===== src/rtl/seq_mult_param.sv =====
// seq_mult_param: multi-cycle shift-add multiplier with optional two's-complement mode.
// Operand magnitudes are multiplied unsigned, and the product sign is applied at completion.
module seq_mult_param #(
  parameter int WIDTH = 32,
  parameter bit SIGNED_EN = 1
) (
  input  logic               clock_in,
  input  logic               reset,
  input  logic               enable_signal,
  input  logic               sign_mode,
  input  logic [WIDTH-1:0]   input_a,
  input  logic [WIDTH-1:0]   input_b,
  output logic [2*WIDTH-1:0] out_data,
  output logic               busy,
  output logic               done
);
  localparam int CW = $clog2(WIDTH);
  typedef enum logic {IDLE, RUN} state_t;
  state_t state, state_n;
  logic [WIDTH-1:0] mcand;
  logic [2*WIDTH-1:0] acc, acc_n;
  logic [CW-1:0] cnt;
  logic [WIDTH:0] sum;
  logic neg, sgn, last;
  always_comb begin
    sgn = SIGNED_EN && sign_mode;
    sum = {1'b0, acc[2*WIDTH-1:WIDTH]} + {1'b0, (acc[0] ? mcand : {WIDTH{1'b0}})};
    acc_n = {sum, acc[WIDTH-1:1]};
    last = cnt == CW'(WIDTH-1);
    state_n = state == IDLE ? (enable_signal ? RUN : IDLE) : (last ? IDLE : RUN);
  end
  assign busy = state == RUN;
  // Lower half of acc holds the multiplier and is consumed one bit per iteration
  always_ff @(posedge clock_in) begin
    if (!reset) begin
      state <= IDLE;
      cnt <= '0;
      out_data <= '0;
      done <= 1'b0;
      acc <= '0;
      mcand <= '0;
      neg <= 1'b0;
    end else begin
      state <= state_n;
      done <= 1'b0;
      if (state == IDLE) begin
        if (enable_signal) begin
          mcand <= (sgn && input_a[WIDTH-1]) ? -input_a : input_a;
          acc <= {{WIDTH{1'b0}}, ((sgn && input_b[WIDTH-1]) ? -input_b : input_b)};
          neg <= sgn && (input_a[WIDTH-1] ^ input_b[WIDTH-1]);
          cnt <= '0;
        end
      end else begin
        acc <= acc_n;
        cnt <= cnt + 1'b1;
        if (last) begin
          out_data <= neg ? -acc_n : acc_n;
          done <= 1'b1;
        end
      end
    end
  end
endmodule


===== config.mk =====
export PLATFORM = sky130hd
export DESIGN_NAME = seq_mult_param
export DESIGN_NICKNAME = d
export VERILOG_FILES = /design/src/rtl/seq_mult_param.sv
export SDC_FILE = /design/constraint.sdc
export NUM_CORES = 1
export LEC_CHECK = 0
export CAP_MARGIN = 20
export CORE_ASPECT_RATIO = 2
export CORE_MARGIN = 2
export CORE_UTILIZATION = 45
export CTS_BUF_LIST = sky130_fd_sc_hd__clkbuf_16
export DETAILED_ROUTE_END_ITERATION = 10
export PLACE_DENSITY = 0.67
export SETUP_SLACK_MARGIN = 0.2
export SYNTH_ARGS = -nofsm -noshare
export SYNTH_HDL_FRONTEND = slang
export SYNTH_SLANG_ARGS = --single-unit

===== constraint.sdc =====
create_clock -name clock_in -period 6.4 [get_ports clock_in]
set_input_delay 0.96 -clock clock_in [delete_from_list [all_inputs] [get_ports clock_in]]
set_output_delay 0.96 -clock clock_in [all_outputs]
set_load 0.02 [all_outputs]

==> results of run 1 <==
## final timing paths
path | cells past startpoint | slack, ps | end | from
worst min-delay path | 2 | 450 | out_data[9] | out_data[9]
worst max-delay path | 14 | 1270 | out_data[61] | acc[0]
worst max register to register | 14 | 1270 | out_data[61] | acc[0]
worst min register to register | 2 | 450 | out_data[9] | out_data[9]
## routing by layer
metal  track usage [%]  share of wire [%]  up-vias
met5                 0                  0        -
met1              24.5                 39     4711
met3              3.41                3.0       55
met2              45.5                 55      228
met4              9.99                3.4        0
li1                  -                  -     5131
## power by group through the flow
stage	sequential, mW	clock, mW	combinational, mW
after global routing	1.14	1.10	0.439
after floorplan	1.13	0	0.285
after global placement	1.15	0	0.390
after CTS	1.13	1.06	0.398
after detailed placement	1.15	0	0.396
final	1.13	1.05	0.397
## kinds of logic after synthesis
family | count (synthesis) | share of synthesized area (%)
adders and majority gates | 38 | 4.43
and+or+nand+nor | 520 | 24.9
AOI/OAI and AO/OA | 427 | 24.9
DFF | 168 | 30.8
buffers and inverters | 106 | 3.70
muxes | 3 | 0.275
xor gates and xnor gates | 137 | 11.0
## critical path, cell delays in order, from the launching register on
cell and delay, ps:
dfxtp_1 610, and2_1 300, ha_1 220, fa_1 450, a211oi_2 320, o211ai_1 190, a31oi_1 570, o221ai_1 310
xor2_1 240, a211oi_1 560, nor4b_1 470, nand4b_2 230, o21ai_0 250, xor2_1 160, o21ai_0 80
## placed cells by master, fill, tap and decap left out, types with 13 or more instances in the layout
cell type / n
o31ai_1: 24
xnor2_1: 59
and2_1: 45
nand2_1: 165
a211oi_1: 34
nor3b_1: 33
nor2b_1: 65
dfxtp_1: 167
nor2_1: 89
or3_1: 19
o211a_1: 31
inv_1: 17
clkbuf_16: 17
a21oi_1: 117
xor2_1: 78
nor4_1: 13
nand3_1: 16
clkdlybuf4s50_1: 131
nor3_1: 19
o21ai_0: 132
ha_1: 37
## layout make-up
class	count	area [sq um]	share of cell area, %
Clock inverter	15	160	1.24
Timing Repair Buffer	140	1380	10.7
Clock buffer	17	425	3.30
Multi-Input combinational cell	1125	7150	55.5
Tap cell	287	359	2.78
Sequential cell	168	3370	26.1
Inverter	15	56.3	0.437
## sequential cells by signal, summed over array words and instances (netlist names)
signal / count
done: 1
out_data: 64
neg: 1
busy: 1
acc: 64
mcand: 32
cnt: 5
==> results.sh, run 1 <==
export IMPL_yosys_warnings=0
export IMPL_yosysSeqAreaShare_pct=30.8
export IMPL_final_core_util_pct=54.1
export IMPL_yosysUniqueCellTypes=64
export IMPL_endpoint_kind="register"
export IMPL_synthesis_area_sq_um=10900
export IMPL_status="completed"
export IMPL_p_per_area_nw_per_um2=200
export IMPL_nNetsFinal=1573
export IMPL_intPower_mw=1.86
export IMPL_drc=0
export IMPL_initial_core_util_pct=45.8
export IMPL_fp_dieH_microns=224
export IMPL_final_cell_area_sq_um=12900
export IMPL_place_congestion=0.873
export IMPL_avgSynthCellArea_sq_um=7.79
export IMPL_grt_max_degree=106
export IMPL_critPathArrivalTime_ps=5450
export IMPL_grt_antenna_before_repair=0
export IMPL_p_leak_nw=4.84
export IMPL_synth_common_cells="168 x dfxtp_1, 165 x nand2_1, 132 x o21ai_0"
export IMPL_first_global_vias=9813
export IMPL_hold_violations=0
export IMPL_synth_nets=1505
export IMPL_clock_latency_ps=440
export IMPL_relSlewSlack_pct=36.6
export IMPL_grt_setup_unrepaired="false"
export IMPL_cts_made_buffers=17
export IMPL_cts_root_buffer_cell="clkbuf_16"
export IMPL_die_area_sq_um=25600
export IMPL_drv_slew=0
export IMPL_finalHoldWorstSlack_ps=447
export IMPL_drt_initial_drc_count=516
export IMPL_antennaDiodeCount=0
export IMPL_total_power_mw=2.58
export IMPL_placed_cell_area_sq_um=12300
export IMPL_clock_power_share_pct=40.7
export IMPL_post_cts_resize_count=0
export IMPL_drive_gt1_share_pct=4.05
export IMPL_path_clk_slew_ps=60
export IMPL_clock_fmax_ghz=0.195
export IMPL_setup_ws_ps=1270
export IMPL_place_ws_ps=1410
export IMPL_setup_viol=0
export IMPL_p_switching_mw=0.714
export IMPL_gr_total_overflow=0
export IMPL_clock_sinks=168
export IMPL_final_period_utilization_pct=80.2
export IMPL_worst_pin_slew_ps=943
export IMPL_num_vias=10100
export IMPL_cap_violations=0
export IMPL_combPwrFrac_pct=15.4
export IMPL_dp_cells=1735
export IMPL_p_seq_share_pct=43.8
export IMPL_post_synth_top_count_cell="dfxtp_1"
export IMPL_totalWireLength_microns=29900
export IMPL_vias_per_cell=5.73
export IMPL_io_pin_count=134
export IMPL_cts_tree="built"
export IMPL_dp_final_hpwl_microns=22400
export IMPL_syn_inst=1399
export IMPL_ys_ff_latch=168
export IMPL_synth_edff_count=0
export IMPL_period_minus_slack_ps=5130
export IMPL_hold_buffers=0
export IMPL_cts_buffer_depth=2
export IMPL_async_reset_ff_share_pct=0
export IMPL_worstHoldPathType="reg -> reg"
export IMPL_fp_dieW_microns=114
export IMPL_crit_type="reg -> reg"
export IMPL_cts_setup_buffers=0
export IMPL_fin_worst_skew_ps=7.64
export IMPL_grt_pass1_wl_microns=48200
export IMPL_port_buffers=133
export IMPL_p_sw_share_pct=27.7
export IMPL_syn_to_final_growth_pct=18.3
export IMPL_fillers=2332
export IMPL_wire_per_inst_microns=16.9
export IMPL_start_kind="register"
export IMPL_synth_largest_area_cell="dfxtp_1"
export IMPL_htree_levels=4
export IMPL_grt_use_total_pct=23.5
export IMPL_first_pass_iters=6
export IMPL_core_area_sq_um=23800
export IMPL_cp_required_ps=6710
export IMPL_ir_worst_vdd_v=0.000186
export IMPL_yosys_most_used_dff="dfxtp_1"
export IMPL_num_rows=80
export IMPL_yosysTopAreaCellShare_pct=30.8
export IMPL_worst_path_max_fanout=33
export IMPL_synth_top_cells_by_area="dfxtp_1 31%, xor2_1 6.3%, o21ai_0 6.1%, nand2_1 5.7%, a21oi_1 5.4%"
export IMPL_setup_tns_ps=0
export IMPL_postRouteAntennaNets=0
export IMPL_fin_cells=1767
No activity file was read; power rests on OpenSTA's default activity.
==> run 2, diff against run 1 <==
- clock period: 6.4 -> 5.1 ns (I/O delays scaled with it)
==> run 2 against run 1 <==
Clock-buffer cell count unchanged. Cell count increased by 0.51%. Global-route usage increased by 0.79 points. Combinational power increased by 29%. Core utilization increased by 0.19 points. Clock power increased by 20%. Flip-flop and latch count unchanged. Via count increased by 1.8%. First-iteration DRC count increased by 22%. Sequential power increased by 25%. Critical path type unchanged. Highest routed layer unchanged.
==> results.sh, run 2 (synthesized netlist as in run 1, its figures left out) <==
export IMPL_met2_length_microns=17400
export IMPL_fp_dieH_microns=224
export IMPL_worstHoldPathType="reg -> reg"
export IMPL_clock_sinks=168
export IMPL_critPathArrivalTime_ps=4900
export IMPL_core_area_sq_um=23800
export IMPL_clock_fmax_ghz=0.218
export IMPL_period_minus_slack_ps=4590
export IMPL_p_leak_nw=4.89
export IMPL_wl_met1_microns=11800
export IMPL_post_cts_resize_count=0
export IMPL_worst_path_max_fanout=17
export IMPL_top_regs="acc: 64 flops, out_data: 64 flops, mcand: 32 flops"
export IMPL_clock_latency_ps=450
export IMPL_cts_tree="built"
export IMPL_totalWireLength_microns=31200
export IMPL_cts_made_buffers=17
export IMPL_cts_buffer_depth=2
export IMPL_grt_use_total_pct=24.3
export IMPL_route_top_layer_used="met4"
export IMPL_start_kind="register"
export IMPL_p_per_area_nw_per_um2=246
export IMPL_crit_type="reg -> reg"
export IMPL_place_congestion=0.943
export IMPL_port_buffers=133
export IMPL_fillers=2337
export IMPL_final_cell_mix="167 x dfxtp_1, 165 x nand2_1, 132 x o21ai_0, 131 x clkdlybuf4s50_1, 117 x a21oi_1"
export IMPL_relSlewSlack_pct=36.0
export IMPL_final_common_cell="dfxtp_1"
export IMPL_ir_worst_vdd_v=0.000207
export IMPL_htree_levels=4
export IMPL_routed_wl_met3_microns=990
export IMPL_drv_slew=0
export IMPL_setup_viol=0
export IMPL_num_rows=80
export IMPL_initial_core_util_pct=45.8
export IMPL_first_pass_iters=5
export IMPL_cp_required_ps=5420
export IMPL_setup_tns_ps=0
export IMPL_die_area_sq_um=25600
export IMPL_drt_initial_drc_count=632
export IMPL_cap_violations=0
export IMPL_finalHoldWorstSlack_ps=448
export IMPL_vias_per_cell=5.80
export IMPL_endpoint_kind="register"
export IMPL_syn_to_final_growth_pct=18.7
export IMPL_grt_pass1_wl_microns=49400
export IMPL_hold_buffers=0
export IMPL_path_clk_slew_ps=60
export IMPL_antennaDiodeCount=0
export IMPL_fp_dieW_microns=114
export IMPL_worst_pin_slew_ps=959
export IMPL_wire_per_inst_microns=17.6
export IMPL_drc=0
export IMPL_gr_total_overflow=0
export IMPL_hold_violations=0
export IMPL_drive_gt1_share_pct=4.70
export IMPL_final_period_utilization_pct=89.9
export IMPL_grt_antenna_before_repair=0
export IMPL_grt_setup_unrepaired="false"
export IMPL_status="completed"
export IMPL_grt_max_degree=95
export IMPL_dp_final_hpwl_microns=23600
export IMPL_first_global_vias=9882
export IMPL_cts_setup_buffers=0
export IMPL_num_vias=10300
export IMPL_nNetsFinal=1583
export IMPL_cts_root_buffer_cell="clkbuf_16"
export IMPL_fin_worst_skew_ps=11.2
export IMPL_io_pin_count=134
export IMPL_postRouteAntennaNets=0
==> run 2: changes by cell type in the layout (fill, tap and decap cells not counted), sizes merged <==
cell      before  now
buf            9   19
clkinv         5    8
clkinvlp       3    0
bufinv         3    2
==> run 2: layout make-up <==
cell class / instances / area [sq um] / area share (%)
multi-input combinational: 1125 / 7150 / 55.3
clock inverter: 14 / 131 / 1.02
inverter: 15 / 56.3 / 0.435
sequential: 168 / 3370 / 26.0
tap: 287 / 359 / 2.77
timing repair buffer: 150 / 1450 / 11.2
clock buffer: 17 / 425 / 3.29
==> run 2: worst max-delay path, stage by stage (launching register included) <==
cell and delay [ps]:
dfxtp_1 450, and2_1 230, ha_1 230, fa_1 450, a211oi_2 300, o211ai_1 180, a31oi_1 500, o221ai_1 290
xor2_1 220, a211oi_1 210, buf_4 180, nor4b_1 430, nand4b_2 230, o41ai_2 290, xnor2_1 170, o21ai_1 70
==> run 2: power by group <==
part | switching [mW] | internal, mW | total (mW)
Sequential | 0.0508 | 1.36 | 1.41
Clock | 0.547 | 0.712 | 1.26
Combinational | 0.294 | 0.220 | 0.514
Total | 0.892 | 2.29 | 3.18
==> run 2: path summary, 6_finish.rpt <==
kind | endpoint | slack [ps] | cells past startpoint | start
max | out_data[63] | 510 | 15 | acc[0]
min | out_data[6] | 450 | 2 | out_data[6]
max reg2reg | out_data[63] | 510 | 15 | acc[0]
min reg2reg | out_data[6] | 450 | 2 | out_data[6]
==> run 2: layer usage <==
layer / GRT usage, % / up-vias
li1: - / 5171
met1: 25.3 / 4809
met2: 47.6 / 265
met3: 3.14 / 64
met4: 9.91 / 0
met5: 0 / -
==> run 2: through the flow <==
stage / std cells / util, % / total power, mW / cell area [sq um] / setup WS [ps]
after floorplan: 1399 / - / 1.77 / 10900 / 1060
after global placement: 1745 / 52.0 / 1.94 / 12400 / 712
after detailed placement: 1745 / 52.0 / 1.95 / 12400 / 525
after CTS: 1776 / 54.3 / 3.20 / 12900 / 506
after global routing: 1776 / 54.3 / 3.31 / 12900 / 225
final: 1776 / 54.3 / 3.18 / 12900 / 514
==> run 3, diff against run 2 <==
- CORE_UTILIZATION: 45 -> 30
- PLACE_DENSITY: 0.67 -> default
==> run 3 against run 2 <==
Combinational power is essentially flat. Wire length is 10% higher. First-iteration DRC count shrank 10%. Sequential power about the same. Core utilization shrank 18 points.
==> results.sh, run 3 (synthesized netlist as in run 1, its figures left out) <==
export IMPL_drive_gt1_share_pct=4.77
export IMPL_worst_pin_slew_ps=978
export IMPL_syn_to_final_growth_pct=20.5
export IMPL_endpoint="out_data[63]"
export IMPL_num_vias=10300
export IMPL_setup_ws_ps=595
export IMPL_critPathArrivalTime_ps=4830
export IMPL_finalHoldWorstSlack_ps=448
export IMPL_r2r_cells=14
export IMPL_vias_per_cell=5.30
export IMPL_cp_cell_sequence="buf_4 -> and2_1 -> ha_1 -> a21oi_1 -> o21ai_0 -> a211oi_1 -> o21ai_0 -> a21oi_1 -> xnor2_1 -> nor4b_1 -> nand4b_2 -> o41ai_2 -> xnor2_1 -> o21ai_1"
export IMPL_worst_path_max_fanout=26
export IMPL_top_regs="acc: 64 flops, out_data: 64 flops, mcand: 32 flops"
export IMPL_hold_buffers=0
export IMPL_postRouteAntennaNets=0
export IMPL_drc=0
export IMPL_setup_tns_ps=0
export IMPL_path_clk_slew_ps=70
export IMPL_cts_made_buffers=17
export IMPL_clock_latency_ps=450
export IMPL_grt_setup_unrepaired="false"
export IMPL_crit_type="reg -> reg"
export IMPL_final_cell_mix="167 x dfxtp_1, 165 x nand2_1, 132 x o21ai_0, 131 x clkdlybuf4s50_1, 117 x a21oi_1"
export IMPL_p_per_area_nw_per_um2=243
export IMPL_first_pass_iters=5
export IMPL_die_area_sq_um=38000
export IMPL_setup_viol=0
export IMPL_path_buf_inv=1
export IMPL_totalWireLength_microns=34400
export IMPL_max_stage_delay_ps=610
export IMPL_final_core_util_pct=36.7
export IMPL_fillers=3798
export IMPL_gr_total_overflow=0
export IMPL_clock_fmax_ghz=0.222
export IMPL_start_kind="register"
export IMPL_port_buffers=133
export IMPL_post_cts_resize_count=0
export IMPL_dp_cells=1907
export IMPL_drv_slew=0
export IMPL_dp_final_hpwl_microns=26500
export IMPL_grt_antenna_before_repair=2
export IMPL_core_area_sq_um=35800
export IMPL_cts_tree="built"
export IMPL_grt_max_degree=89
export IMPL_num_rows=98
export IMPL_rr_startpoint="acc[0]"
export IMPL_relSlewSlack_pct=34.8
export IMPL_endpoint_kind="register"
export IMPL_nNetsFinal=1582
export IMPL_cts_root_buffer_cell="clkbuf_16"
export IMPL_placed_cell_area_sq_um=12600
export IMPL_cp_num_cells=14
export IMPL_place_congestion=1.01
export IMPL_cap_violations=0
export IMPL_drt_initial_drc_count=567
export IMPL_period_minus_slack_ps=4510
export IMPL_worstHoldStart="out_data[58]"
export IMPL_wire_per_inst_microns=17.7
export IMPL_crit_path_start="acc[0]"
export IMPL_worstHoldPathType="reg -> reg"
export IMPL_first_global_vias=10100
export IMPL_place_ws_ps=736
export IMPL_cts_setup_buffers=0
export IMPL_cp_required_ps=5430
export IMPL_status="completed"
export IMPL_fin_worst_skew_ps=9.94
export IMPL_clock_sinks=168
export IMPL_grt_use_total_pct=17.9
export IMPL_ir_worst_vdd_v=0.000172
export IMPL_total_power_mw=3.19
export IMPL_cts_buffer_depth=2
export IMPL_final_cell_area_sq_um=13100
export IMPL_regToRegEndpoint="out_data[63]"
export IMPL_p_leak_nw=4.86
export IMPL_final_common_cell="dfxtp_1"
export IMPL_fp_dieW_microns=139
export IMPL_hold_violations=0
export IMPL_final_period_utilization_pct=88.3
export IMPL_htree_levels=4
export IMPL_ff2ff_setup_slack_ps=590
export IMPL_initial_core_util_pct=30.5
export IMPL_io_pin_count=134
export IMPL_critPathSlowestCell="a21oi_1"
export IMPL_crit_family="compound AO/OA/AOI/OAI gates"
export IMPL_fin_cells=1941
export IMPL_grt_pass1_wl_microns=53900
export IMPL_fp_dieH_microns=274
run 3: layout make-up:
class / instances / area [sq um] / share of cell area, %
diodes: 2 / 5.00 / 0.0381
well taps: 450 / 563 / 4.29
flip-flops and latches: 168 / 3370 / 25.6
inverters: 15 / 56.3 / 0.429
multi-input cells: 1125 / 7150 / 54.4
clock buffers: 17 / 425 / 3.24
repair buffers: 149 / 1440 / 11.0
clock inverters: 15 / 126 / 0.962
run 3: worst min-delay path by stage:
stage	to	slack, ps	cells after the start
finish	out_data[58]	450	2
global route	out_data[58]	480	2
CTS	out_data[58]	450	2
detailed placement	out_data[58]	440	2
global placement	out_data[58]	440	2
floorplan	mcand[0]	440	2
run 3: layer usage:
layer / track usage (%) / wire, microns
met1: 17.7 / 12700
met3: 2.45 / 1020
met2: 35.2 / 19100
met4: 9.89 / 1640
met5: 0 / 0
run 3: power breakdown:
group,total [mW],switching [mW],internal (mW)
Combinational,0.516,0.296,0.219
Clock,1.26,0.588,0.671
Sequential,1.41,0.0581,1.36
Total,3.19,0.942,2.25
run 3: tightest hold or removal path, delay by kind of cell, from the launching register on:
kind / cells / cell delay [ps]
compound gates: 1 / 50
flops: 1 / 310
simple gates: 1 / 50
